<file path="config.mk">
export PLATFORM = sky130hd
export DESIGN_NAME = rv_trace_buf_flat
export DESIGN_NICKNAME = d
export VERILOG_FILES = /design/src/rtl/rv_trace_buf_pkg.sv /design/src/rtl/rv_trace_buf_if.sv /design/src/rtl/rv_trace_fifo.sv /design/src/rtl/rv_trace_buf.sv /design/src/flat_wrapper.sv
export SDC_FILE = /design/constraint.sdc
export NUM_CORES = 1
export LEC_CHECK = 0
export CAP_MARGIN = 20
export CORE_ASPECT_RATIO = 0.7
export CORE_MARGIN = 1.5
export CORE_UTILIZATION = 65
export CTS_CLUSTER_SIZE = 16
export DETAILED_ROUTE_END_ITERATION = 8
export PLACE_DENSITY = 0.85
export SYNTH_ARGS = -nofsm -noshare
export SYNTH_HDL_FRONTEND = slang
export SYNTH_SLANG_ARGS = --single-unit
</file>
<file path="constraint.sdc">
create_clock -name i_clk -period 20.9 [get_ports i_clk]
set_input_delay 5.225 -clock i_clk [delete_from_list [all_inputs] [get_ports i_clk]]
set_output_delay 5.225 -clock i_clk [all_outputs]
set_load 0.05 [all_outputs]
</file>
<file path="src/rtl/rv_trace_buf_pkg.sv">
// Shared types for the retired-instruction trace buffer: capture modes, FSM states and the
// stored entry layout.
package rv_trace_pkg;

  localparam int unsigned PcW   = 30;
  localparam int unsigned XlenW = 32;

  typedef enum logic [1:0] {
    ModeOff  = 2'd0,
    ModeFill = 2'd1,
    ModeRing = 2'd2,
    ModeTrig = 2'd3
  } trace_mode_e;

  typedef enum logic [1:0] {
    StIdle    = 2'd0,
    StCapture = 2'd1,
    StPost    = 2'd2,
    StFrozen  = 2'd3
  } trace_state_e;

  typedef struct packed {
    logic [PcW-1:0]   pc;
    logic [XlenW-1:0] instr;
    logic             rd_we;
    logic [XlenW-1:0] rd_data;
  } trace_entry_t;

  // rd_data is zeroed for non-writing instructions so stale bus values never reach the store.
  function automatic trace_entry_t make_entry(logic [PcW-1:0] pc, logic [XlenW-1:0] instr,
                                              logic rd_we, logic [XlenW-1:0] rd_data);
    trace_entry_t e;
    e.pc      = pc;
    e.instr   = instr;
    e.rd_we   = rd_we;
    e.rd_data = rd_we ? rd_data : '0;
    return e;
  endfunction

endpackage

</file>
<file path="src/rtl/rv_trace_buf_if.sv">
// Retire capture and drain port of the trace buffer; slave is the buffer side.
interface rv_trace_buf_if;

  logic        i_ret_valid;
  logic [29:0] i_ret_pc;
  logic [31:0] i_ret_instr;
  logic        i_ret_rd_we;
  logic [31:0] i_ret_rd_data;

  logic        o_rd_valid;
  logic        i_rd_ready;
  logic [29:0] o_rd_pc;
  logic [31:0] o_rd_instr;
  logic        o_rd_rd_we;
  logic [31:0] o_rd_rd_data;

  modport slave (
    input  i_ret_valid, i_ret_pc, i_ret_instr, i_ret_rd_we, i_ret_rd_data, i_rd_ready,
    output o_rd_valid, o_rd_pc, o_rd_instr, o_rd_rd_we, o_rd_rd_data
  );

  modport master (
    output i_ret_valid, i_ret_pc, i_ret_instr, i_ret_rd_we, i_ret_rd_data, i_rd_ready,
    input  o_rd_valid, o_rd_pc, o_rd_instr, o_rd_rd_we, o_rd_rd_data
  );

endinterface

</file>
<file path="src/rtl/rv_trace_fifo.sv">
// Circular entry store with an overwrite-oldest option; clear has priority over push/pop.
module rv_trace_fifo
  import rv_trace_pkg::*;
#(
  parameter int unsigned DEPTH = 16
) (
  input  logic                     i_clk,
  input  logic                     i_reset,
  input  logic                     i_clear,
  input  logic                     i_push,
  input  logic                     i_pop,
  input  logic                     i_overwrite,
  input  trace_entry_t             i_entry,
  output trace_entry_t             o_head,
  output logic [$clog2(DEPTH):0]   o_count,
  output logic                     o_full,
  output logic                     o_empty
);

  localparam int unsigned AW = $clog2(DEPTH);

  trace_entry_t   mem [DEPTH];
  logic [AW-1:0]  wr_q, rd_q;
  logic [AW:0]    cnt_q;
  logic           do_push, do_pop;

  assign o_full  = (cnt_q == (AW+1)'(DEPTH));
  assign o_empty = (cnt_q == '0);

  // An overwrite retires the oldest entry in the same cycle as the new one lands.
  assign do_push = i_push & (~o_full | i_pop | i_overwrite);
  assign do_pop  = (i_pop & ~o_empty) | (do_push & i_overwrite);

  always_ff @(posedge i_clk) begin
    if (do_push && !i_clear && !i_reset) begin
      mem[wr_q] <= i_entry;
    end
  end

  always_ff @(posedge i_clk) begin
    if (i_reset || i_clear) begin
      wr_q  <= '0;
      rd_q  <= '0;
      cnt_q <= '0;
    end else begin
      wr_q <= wr_q + AW'(do_push);
      rd_q <= rd_q + AW'(do_pop);
      if (do_push && !do_pop) begin
        cnt_q <= cnt_q + 1'b1;
      end else if (!do_push && do_pop) begin
        cnt_q <= cnt_q - 1'b1;
      end
    end
  end

  assign o_head  = mem[rd_q];
  assign o_count = cnt_q;

endmodule

</file>
<file path="src/rtl/rv_trace_buf.sv">
// Retired-instruction trace buffer: capture FSM, PC trigger, post-trigger counter and
// saturating drop counter around the circular store.
module rv_trace_buf
  import rv_trace_pkg::*;
#(
  parameter int unsigned DEPTH     = 16,
  parameter int unsigned POST_TRIG = 8,
  parameter int unsigned DROP_W    = 16
) (
  input  logic                   i_clk,
  input  logic                   i_reset,
  input  logic [1:0]             i_mode,
  input  logic                   i_arm,
  input  logic [29:0]            i_trig_pc,
  rv_trace_buf_if.slave          bus,
  output logic [$clog2(DEPTH):0] o_count,
  output logic [DROP_W-1:0]      o_dropped,
  output logic [1:0]             o_state,
  output logic                   o_triggered
);

  localparam int unsigned CW = $clog2(DEPTH) + 1;

  trace_state_e  state_q, state_d;
  trace_mode_e   mode_q;
  logic [CW-1:0] post_q, post_d;
  logic          trig_q, trig_d;
  logic [DROP_W-1:0] drop_q, drop_d;

  logic          push, pop, overwrite, full, empty, trig_hit;
  trace_entry_t  wr_entry, head;

  assign push = bus.i_ret_valid & ~i_arm & ((state_q == StCapture) | (state_q == StPost));
  assign pop  = ~empty & bus.i_rd_ready & ~i_arm;
  assign overwrite = push & full & ~pop;
  assign trig_hit  = push & (mode_q == ModeTrig) & (state_q == StCapture) &
                     (bus.i_ret_pc == i_trig_pc);

  assign wr_entry = make_entry(bus.i_ret_pc, bus.i_ret_instr, bus.i_ret_rd_we, bus.i_ret_rd_data);

  always_comb begin
    state_d = state_q;
    post_d  = post_q;
    trig_d  = trig_q;
    drop_d  = drop_q;
    if (i_arm) begin
      state_d = (trace_mode_e'(i_mode) == ModeOff) ? StIdle : StCapture;
      post_d  = '0;
      trig_d  = 1'b0;
      drop_d  = '0;
    end else begin
      if (overwrite && drop_q != '1) begin
        drop_d = drop_q + 1'b1;
      end
      if (push && state_q == StCapture) begin
        if (mode_q == ModeFill && o_count == CW'(DEPTH - 1) && !pop) begin
          state_d = StFrozen;
        end else if (trig_hit) begin
          trig_d  = 1'b1;
          post_d  = CW'(POST_TRIG);
          state_d = (POST_TRIG == 0) ? StFrozen : StPost;
        end
      end else if (push && state_q == StPost) begin
        post_d = post_q - 1'b1;
        if (post_q == CW'(1)) begin
          state_d = StFrozen;
        end
      end
    end
  end

  always_ff @(posedge i_clk) begin
    if (i_reset) begin
      state_q <= StIdle;
      mode_q  <= ModeOff;
      post_q  <= '0;
      trig_q  <= 1'b0;
      drop_q  <= '0;
    end else begin
      state_q <= state_d;
      post_q  <= post_d;
      trig_q  <= trig_d;
      drop_q  <= drop_d;
      if (i_arm) begin
        mode_q <= trace_mode_e'(i_mode);
      end
    end
  end

  rv_trace_fifo #(
    .DEPTH (DEPTH)
  ) u_fifo (
    .i_clk       (i_clk),
    .i_reset     (i_reset),
    .i_clear     (i_arm),
    .i_push      (push),
    .i_pop       (pop),
    .i_overwrite (overwrite),
    .i_entry     (wr_entry),
    .o_head      (head),
    .o_count     (o_count),
    .o_full      (full),
    .o_empty     (empty)
  );

  assign bus.o_rd_valid   = ~empty;
  assign bus.o_rd_pc      = head.pc;
  assign bus.o_rd_instr   = head.instr;
  assign bus.o_rd_rd_we   = head.rd_we;
  assign bus.o_rd_rd_data = head.rd_data;

  assign o_dropped   = drop_q;
  assign o_state     = state_q;
  assign o_triggered = trig_q;

endmodule

</file>
<file path="src/flat_wrapper.sv">
// flat-port wrapper written by rule: the top's interface ports become plain ports
module rv_trace_buf_flat import rv_trace_pkg::*;
#(
  parameter int unsigned DEPTH     = 16,
  parameter int unsigned POST_TRIG = 8,
  parameter int unsigned DROP_W    = 16
)
  (i_clk, i_reset, i_mode, i_arm, i_trig_pc, o_count, o_dropped, o_state, o_triggered, bus_i_ret_valid, bus_i_ret_pc, bus_i_ret_instr, bus_i_ret_rd_we, bus_i_ret_rd_data, bus_i_rd_ready, bus_o_rd_valid, bus_o_rd_pc, bus_o_rd_instr, bus_o_rd_rd_we, bus_o_rd_rd_data);
  rv_trace_buf_if bus_i ();
  input  logic i_clk;
  input  logic i_reset;
  input  logic [1:0] i_mode;
  input  logic i_arm;
  input  logic [29:0] i_trig_pc;
  output logic [$clog2(DEPTH):0] o_count;
  output logic [DROP_W-1:0] o_dropped;
  output logic [1:0] o_state;
  output logic o_triggered;
  input wire logic [$bits(bus_i.i_ret_valid)-1:0] bus_i_ret_valid;
  input wire logic [$bits(bus_i.i_ret_pc)-1:0] bus_i_ret_pc;
  input wire logic [$bits(bus_i.i_ret_instr)-1:0] bus_i_ret_instr;
  input wire logic [$bits(bus_i.i_ret_rd_we)-1:0] bus_i_ret_rd_we;
  input wire logic [$bits(bus_i.i_ret_rd_data)-1:0] bus_i_ret_rd_data;
  input wire logic [$bits(bus_i.i_rd_ready)-1:0] bus_i_rd_ready;
  output wire logic [$bits(bus_i.o_rd_valid)-1:0] bus_o_rd_valid;
  output wire logic [$bits(bus_i.o_rd_pc)-1:0] bus_o_rd_pc;
  output wire logic [$bits(bus_i.o_rd_instr)-1:0] bus_o_rd_instr;
  output wire logic [$bits(bus_i.o_rd_rd_we)-1:0] bus_o_rd_rd_we;
  output wire logic [$bits(bus_i.o_rd_rd_data)-1:0] bus_o_rd_rd_data;
  assign bus_i.i_ret_valid = bus_i_ret_valid;
  assign bus_i.i_ret_pc = bus_i_ret_pc;
  assign bus_i.i_ret_instr = bus_i_ret_instr;
  assign bus_i.i_ret_rd_we = bus_i_ret_rd_we;
  assign bus_i.i_ret_rd_data = bus_i_ret_rd_data;
  assign bus_i.i_rd_ready = bus_i_rd_ready;
  assign bus_o_rd_valid = bus_i.o_rd_valid;
  assign bus_o_rd_pc = bus_i.o_rd_pc;
  assign bus_o_rd_instr = bus_i.o_rd_instr;
  assign bus_o_rd_rd_we = bus_i.o_rd_rd_we;
  assign bus_o_rd_rd_data = bus_i.o_rd_rd_data;
  rv_trace_buf #(.DEPTH(DEPTH), .POST_TRIG(POST_TRIG), .DROP_W(DROP_W)) u_core (.i_clk(i_clk), .i_reset(i_reset), .i_mode(i_mode), .i_arm(i_arm), .i_trig_pc(i_trig_pc), .bus(bus_i), .o_count(o_count), .o_dropped(o_dropped), .o_state(o_state), .o_triggered(o_triggered));
endmodule
</file>
# ---- Yosys cells after proc, flatten, opt, wreduce, memory -nomap -nowiden
# Memory sizes are Yosys's and may differ from the RTL's. A register that Yosys moved wholly into a read port is not among the register bits.
# Index checks and enable logic that the tools add are counted.
dict set report totals {
  ramBits 1520
  regBits 39
  out_inout_bits 120
  memories 1
}
dict set report classes {
  mux 17
  eq_ne 12
  bitwise 21
  add_sub_neg 6
  n_reduce_logical 25
}
# memory words width rd rd_clocked_by_memory_dff write_ports line
set mem_list {}
lappend mem_list {u_core.u_fifo.mem 16 95 1 1 1 rv_trace_fifo.sv:22} ;# trace_entry_t mem [DEPTH];
# op n
set ops {}
lappend ops {{$mux W32} 1}
lappend ops {{$eq A30 B30 Y1} 1}
lappend ops {{$mux W5} 6}
lappend ops {{$add A16 B1 Y16 const B} 1}
lappend ops {{$ne A16 B16 Y1 const B} 1}
lappend ops {{$and A1 B1 Y1} 12}
lappend ops {{$mux W2} 6}
lappend ops {{$sub A5 B1 Y5 const B} 2}
lappend ops {{$logic_and A1 B1 Y1} 9}
lappend ops {{$reduce_and A3 Y1} 3}
lappend ops {{$add A4 B1 Y4} 2}
lappend ops {{$reduce_bool A3 Y1} 2}
lappend ops {{$add A5 B1 Y5 const B} 1}
lappend ops {{$eq A5 B1 Y1 const B} 1}
lappend ops {{$eq A5 B4 Y1 const B} 1}
lappend ops {{$eq A5 B5 Y1 const B} 1}
lappend ops {{$logic_not A1 Y1} 5}
lappend ops {{$logic_not A5 Y1} 1}
lappend ops {{$not A1 Y1} 5}
lappend ops {{$eq A2 B1 Y1 const B} 2}
lappend ops {{$eq A2 B2 Y1 const B} 2}
lappend ops {{$mux W4} 1}
lappend ops {{$ne A4 B3 Y1 const B} 1}
lappend ops {{$or A1 B1 Y1} 4}
lappend ops {{other kinds (7)} 10}

# ---- Depth between registers and ports, before layout
# Gate-level depths: netlist of run 1.
dict set report logic_depth {
  word_depth 13
  ltp_mapped 17
  ltp_nobuf 16
}

# ---- By module
# From an unflattened synthesis of run 1, not the netlist that was laid out.
dict set report unflattened {
  cells_unflattened 2670
  area_unflattened_um2 59617.2
}
# mod instances area_per_inst_um2 seq_area_each_um2 cells_per_inst
set modules_own_cells {}
lappend modules_own_cells {rv_trace_fifo 1 57535.2 45904.0 2418}
lappend modules_own_cells {rv_trace_buf 1 2082.0 520.5 252}

# ---- Worst setup path after synthesis of run 1
# OpenSTA, ideal clock, no wires.
dict set report synth_timing {
  path_type {input to register}
  start {in i_arm}
  end {mem u_core.u_fifo.mem[0][0] (netlist name), enable pin}
  path_stages 5
  slack_ps 7469
  setup_ps 665
  arrival_time_ps 12766
  required_time_ps 20235
  path_cell_list {buf_6 or3b_1 buf_2 or4_1 nor3_1}
}
dict set report synth_via {
  elab_chain_len 11
  elab_cells_between_ends 15
  cone_classes {mux: 2; bitwise: 10; reduce/logical: 3}
}
# element line
set synth_rtl {}
lappend synth_rtl {{start, declared} flat_wrapper.sv:13} ;# input logic i_arm;
lappend synth_rtl {{$not A1 Y1} {rv_trace_buf.sv:33, rv_trace_buf.sv:34}}
lappend synth_rtl {{$and A1 B1 Y1 (2 in series)} rv_trace_buf.sv:33} ;# assign push = bus.i_ret_valid & ~i_arm & ((state_q == StCapture) | (state_q == StPost));
lappend synth_rtl {{$and A1 B1 Y1 (2 in series)} rv_trace_buf.sv:35} ;# assign overwrite = push & full & ~pop;
lappend synth_rtl {{$or A1 B1 Y1} rv_trace_fifo.sv:31} ;# assign do_push = i_push & (~o_full | i_pop | i_overwrite);
lappend synth_rtl {{$and A1 B1 Y1} rv_trace_fifo.sv:31}
lappend synth_rtl {{$logic_and A1 B1 Y1 (*) (2 in series)} rv_trace_fifo.sv:35} ;# if (do_push && !i_clear && !i_reset) begin
lappend synth_rtl {{$mux W1 (*)} rv_trace_fifo.sv:35}
lappend synth_rtl {{$mux W1 (implied by the code) (*)} rv_trace_fifo.sv:36} ;# mem[wr_q] <= i_entry;
lappend synth_rtl {{end, declared} rv_trace_fifo.sv:22}
# Every way passes the cells marked *; elsewhere a longest branch is shown, timed or not.

==> impl_metrics.ini, run 1 <==
[worst_setup_path]
crit_type = reg -> out
worst_ep_arrival_time_ns = 5.57
rr_startpoint = u_core.o_state[0]
cp_max_fo = 72
critPathCaptureType = primary output
start_kind = flop
critPathRequiredTime_ns = 15.67
ff2ff_path_depth = 8
crit_start = u_core.u_fifo.rd_q[1]
r2r_end = u_core.u_fifo.mem[7][74]
r2r_slack_ns = 16.00

[cells_and_area]
final_common_cell = edfxtp_1
syn_to_final_growth_pct = 14.7
fin_nets = 2904
design_area_sq_mm = 0.0683
drive_gt1_share_pct = 26.1
final_cell_mix = edfxtp_1 (1,520), mux4_2 (475), clkdlybuf4s50_1 (250)

[global_route]
grt_pass1_wl_um = 222000
overflow = 0
antenna_found_initial = 5
grt_max_degree = 169
grt_pass1_vias = 31100
grt_usage_pct = 34.1

[cts]
ctsHoldBuffers = 0
cts_resized = 0
cts_max_path_buffers = 3
cts-root-buf = clkbuf_16
numCtsBuffers = 139
insertion_delay_ns = 0.77
htreeDepth = 4
cts_tree = yes
cts_setup_buffers = 0
numClockSinks = 1559
clkTransAtPathRegs_ns = 0.06

[floorplan]
dieWidth_um = 365
start_util_pct = 65.9
die_height_um = 256
num_io_pins = 252
rows = 92
dieArea_sq_mm = 0.0934
coreArea_sq_mm = 0.0904

[timing]
fin_worst_skew_ns = 0.0256
slew_headroom_pct = 20.9
finalCritPeriodShare_pct = 51.7
holdWs_ns = 0.489
period_minus_slack_ns = 10.80
final_max_slew_viol_count = 0
hold_violations = 0
timing.final.ws_setup_ns = 10.10
rsz0062_at_grt = false
max_freq_mhz = 92.6
fin_setup_tns_ns = 0
worst_slew_pin_slew_ns = 1.19
setup_viol = 0

[logic_synthesis]
async_flop_share_pct = 0
synth_area_leader_cell = edfxtp_1
ys.flop_type = edfxtp_1
synthCells = 2433
avgSynthCellArea_sq_um = 24.5
yosysWarnings = 0
synth.top_cell.area_share_pct = 76.7
synth_fa_ha_area_share_pct = 0.307
synth-simple-area-share_pct = 1.54
ys_seq_area_share_pct = 78.0
synth_cell_type_count = 51
synth_compound_area_share_pct = 0.469
yosys-top-cells-area = edfxtp_1 (77%), mux4_2 (18%), dfxtp_1 (1.3%)
synth-edff-count = 1520
synthXorXnorAreaFrac_pct = 0.750
syn_area_sq_mm = 0.0595
syn-num-nets = 2579
synth_top_family_by_area = multiplexers
yosys-mux-area-fraction_pct = 18.1
ys_ff_latch = 1559

[routing]
wire_per_inst_um = 38.6
via_per_inst = 7.33
first_pass_iters = 7
drc = 0
routed_wl_um = 158000
num_vias = 30000
ant_nets = 0
drtIter0Drc = 4572

[power_and_ir_drop]
switchingPower_w = 0.00128
power.density_mw_per_mm2 = 91.6
total_power_w = 0.00625
seq_power_share_pct = 54.9
p_leak_nw = 20.3
power_frac_clock_pct = 42.3
pwr-share-comb_pct = 2.8
ir_drop_mv = 0.0729
p_int_w = 0.00498
switching_share_pct = 20.4

[worst_hold_path]
hold-path-cell-count = 2
min_to = u_core.post_q[1]
hold_path_class = reg -> reg
hold_path_startpoint = u_core.post_q[1]

[placement]
gp_congestion = 0.820
portBuffers = 251
dpl.hpwl_um = 70700
dp_slack_ns = 10.62
placed_area_sq_mm = 0.0636

[job]
maxCapViolations = 0

[run_status]
outcome = complete, no violations
cell type report:
class	instances	area, sq um
Antenna cell	4	10.0
Clock inverter	74	726
Fill cell	4275	22100
Inverter	10	42.5
Clock buffer	179	3860
Sequential cell	1559	46400
Tap cell	1222	1530
Timing Repair Buffer	300	2960
Multi-Input combinational cell	748	12700
per-stage QoR:
stage                     util (%)  cells
after floorplan                  -   2433
after global placement        70.4   3835
after detailed placement      70.4   3835
after CTS                     75.4   4088
after global routing          75.5   4094
final                         75.5   4096
worst max path at each step:
stage	to	cells after the start
after floorplan	u_core.u_fifo.mem[0][0]	5
after global placement	bus_o_rd_instr[28]	5
after detailed placement	bus_o_rd_instr[28]	5
after CTS	bus_o_rd_instr[9]	5
after global routing	bus_o_rd_rd_data[11]	6
final	bus_o_rd_rd_data[11]	6
cell usage after synthesis (10+ instances only):
cell type and n:
mux4_2 475, buf_2 26, xnor2_1 32, nand2_1 13
nor2_1 36, a21oi_1 13, and2_1 39, nor4_1 10
nand3_1 11, dfxtp_1 39, xor2_1 19, nand4_1 12
ha_1 13, clkbuf_1 80, edfxtp_1 1520
registers in the layout, indices dropped and copies added, names as in the netlist:
name	count
u_core.u_fifo.wr_q	4
u_core.o_dropped	16
u_core.post_q	5
u_core.o_triggered	1
u_core.mode_q	2
u_core.o_state	2
u_core.u_fifo.rd_q	4
u_core.u_fifo.o_count	5
u_core.u_fifo.mem	1520
power groups by stage:
stage,Sequential (W),Clock [W],Combinational (W)
6_report,0.00343,0.00265,0.000177
5_1_grt,0.00343,0.00276,0.000184
3_5_place_dp,0.00350,0,0.000166
2_1_floorplan,0.00350,0,0.0000798
4_1_cts,0.00343,0.00265,0.000172
3_3_place_gp,0.00350,0,0.000157
worst max-delay path: stages (launching register included):
cell             delay (ns)
dfxtp_4                0.96
buf_4                  0.97
buf_4                  0.71
buf_12                 0.33
mux4_2                 0.37
mux4_2                 0.55
clkdlybuf4s50_1        0.73
logic make-up (layout without fill, tap and decap cells):
kind of cell / Yosys count / after routing
buffers and inverters: 126 / 563
AO/OA/AOI/OAI: 39 / 39
adder cells (fa/ha/maj): 14 / 14
other: 0 / 4
multiplexers: 481 / 481
flip-flops: 1559 / 1559
AND/OR/NAND/NOR: 163 / 163
XOR/XNOR: 51 / 51
metal layers:
metal  vias to the layer above  global-route usage (%)  part of all wire [%]
li1                      11100                       -                     -
met1                     15700                    46.6                    34
met2                      2703                    54.4                    50
met3                       437                    7.94                    12
met4                         4                    13.8                   4.1
met5                         -                       0                 0.015
Note: power is estimated with default switching activity, not from simulation.
==> run 2: changes to the inputs <==
Settings changed: CORE_UTILIZATION 65 to 54, PLACE_DENSITY 0.85 to 0.75.
Clock period 20.9 ns to 8.7 ns, I/O delays scaled along.
==> run 2 against run 1 <==
Largest power group unchanged. Clock power increased by 130%. Clock skew is 0.0058 ns lower. Critical endpoint is now bus_o_rd_rd_we. Cell area increased by 0.62%. Setup slack got worse by 7.8 ns. Combinational power grew 140%. Largest cell class unchanged. Global-route usage decreased by 9.4 points.
==> impl_metrics.ini, run 2 (synthesis results as in run 1) <==
[timing]
final_max_slew_viol_count = 0
worst_slew_pin_slew_ns = 1.05
rsz0062_at_grt = false
fin_setup_tns_ns = 0
hold_violations = 0
timing.final.ws_setup_ns = 2.26
period_minus_slack_ns = 6.44
slew_headroom_pct = 29.8
finalCritPeriodShare_pct = 74.1
max_freq_mhz = 155
fin_worst_skew_ns = 0.0198
setup_viol = 0

[floorplan]
die_height_um = 281
start_util_pct = 54.7
dieArea_sq_mm = 0.112
num_io_pins = 252
dieWidth_um = 400
rows = 101
coreArea_sq_mm = 0.109

[cells_and_area]
final_cell_mix = edfxtp_1 (1,520), mux4_2 (475), clkdlybuf4s50_1 (250)
drive_gt1_share_pct = 26.3
seq_area_sq_mm = 0.0464
final_common_cell = edfxtp_1
top_register = u_core.u_fifo.mem
largest_reg_flops = 1520
multi_input_comb_area_sq_mm = 0.0127
fin_util_pct = 63.1
syn_to_final_growth_pct = 15.4
fin_nets = 2908
fillers = 6941

[global_route]
grt_pass1_vias = 28700
grt_pass1_wl_um = 198000
grt_usage_pct = 24.7
overflow = 0
grt_max_degree = 123
antenna_found_initial = 7

[cts]
numCtsBuffers = 142
cts-root-buf = clkbuf_16
cts_max_path_buffers = 3
ctsHoldBuffers = 0
clkTransAtPathRegs_ns = 0.07
numClockSinks = 1559
cts_resized = 0
cts_tree = yes
htreeDepth = 4
insertion_delay_ns = 0.76
cts_setup_buffers = 0

[worst_setup_path]
start_kind = flop
crit_top_cell = mux4_2
worst_ep_arrival_time_ns = 4.27
crit_type = reg -> out
critPathRequiredTime_ns = 6.53
cp_top_family = buffers and inverters
critPathCaptureType = primary output
crit_chain = buf_12 -> mux4_2 -> mux4_2 -> clkdlybuf4s50_1
cp_num_buf_inv = 2
cp_max_fo = 82
max_stage_delay_ns = 0.87
crit_slowest_cell = dfxtp_4

[power_and_ir_drop]
p_leak_nw = 20.3
ir_drop_mv = 0.204
power.density_mw_per_mm2 = 215

[run_status]
outcome = complete, no violations

[routing]
num_vias = 27800
routed_wl_um = 136000
wire_per_inst_um = 31.5
ant_nets = 0
first_pass_iters = 8
drtIter0Drc = 3440
via_per_inst = 6.45
drc = 0

[job]
maxCapViolations = 0

[placement]
dpl.hpwl_um = 69100
portBuffers = 251
dp_slack_ns = 2.86
gp_congestion = 0.852

[worst_hold_path]
hold_path_class = reg -> reg
## run 2: tightest hold or removal path, cell delays in order, from the launching register on
cell	delay, ns
dfxtp_1	0.32
o21ai_0	0.07
a21oi_1	0.06
## run 2: final timing paths
| check | startpoint | end | slack, ns | depth (start not counted) |
|---|---|---|---|---|
| worst max register to register | u_core.o_state[0] | u_core.u_fifo.mem[9][53] | 4.95 | 7 |
| worst max-delay path | u_core.u_fifo.rd_q[0] | bus_o_rd_rd_we | 2.26 | 4 |
| worst min-delay path | u_core.o_dropped[9] | u_core.o_dropped[9] | 0.51 | 2 |
| worst min register to register | u_core.o_dropped[9] | u_core.o_dropped[9] | 0.51 | 2 |
## run 2: cell type report
class                      instances  share of cell area [%]
clock inverter                    84                    1.10
clock buffer                     169                    5.41
multi-input combinational        748                    18.5
timing repair buffer             301                    4.65
antenna                            4                  0.0146
sequential                      1559                    67.6
tap                             1442                    2.63
inverter                          10                  0.0619
## run 2: power breakdown
| part | switching [W] | total, W | internal (W) |
|---|---|---|---|
| combinational | 0.000258 | 0.000416 | 0.000158 |
| clock | 0.00271 | 0.00608 | 0.00337 |
| sequential | 0.00000725 | 0.00825 | 0.00824 |
## run 2: per-stage QoR
step / hold WS, ns / power (W) / instances / instance area [sq um]
finish: 0.506 / 0.0147 / 4317 / 68700
global route: 0.534 / 0.0151 / 4313 / 68700
CTS: 0.506 / 0.0148 / 4312 / 68700
detailed placement: 0.495 / 0.00882 / 4059 / 64200
global placement: 0.457 / 0.00881 / 4057 / 64100
floorplan: 0.448 / 0.00860 / 2433 / 59500
## run 2: metal layers
layer	vias to the layer above	GRT usage (%)	wire length, um
met5	-	0	13
met4	2	6.67	2710
met3	180	5.07	11900
met2	1408	38.2	65600
met1	15100	36.6	55800
li1	11200	-	-
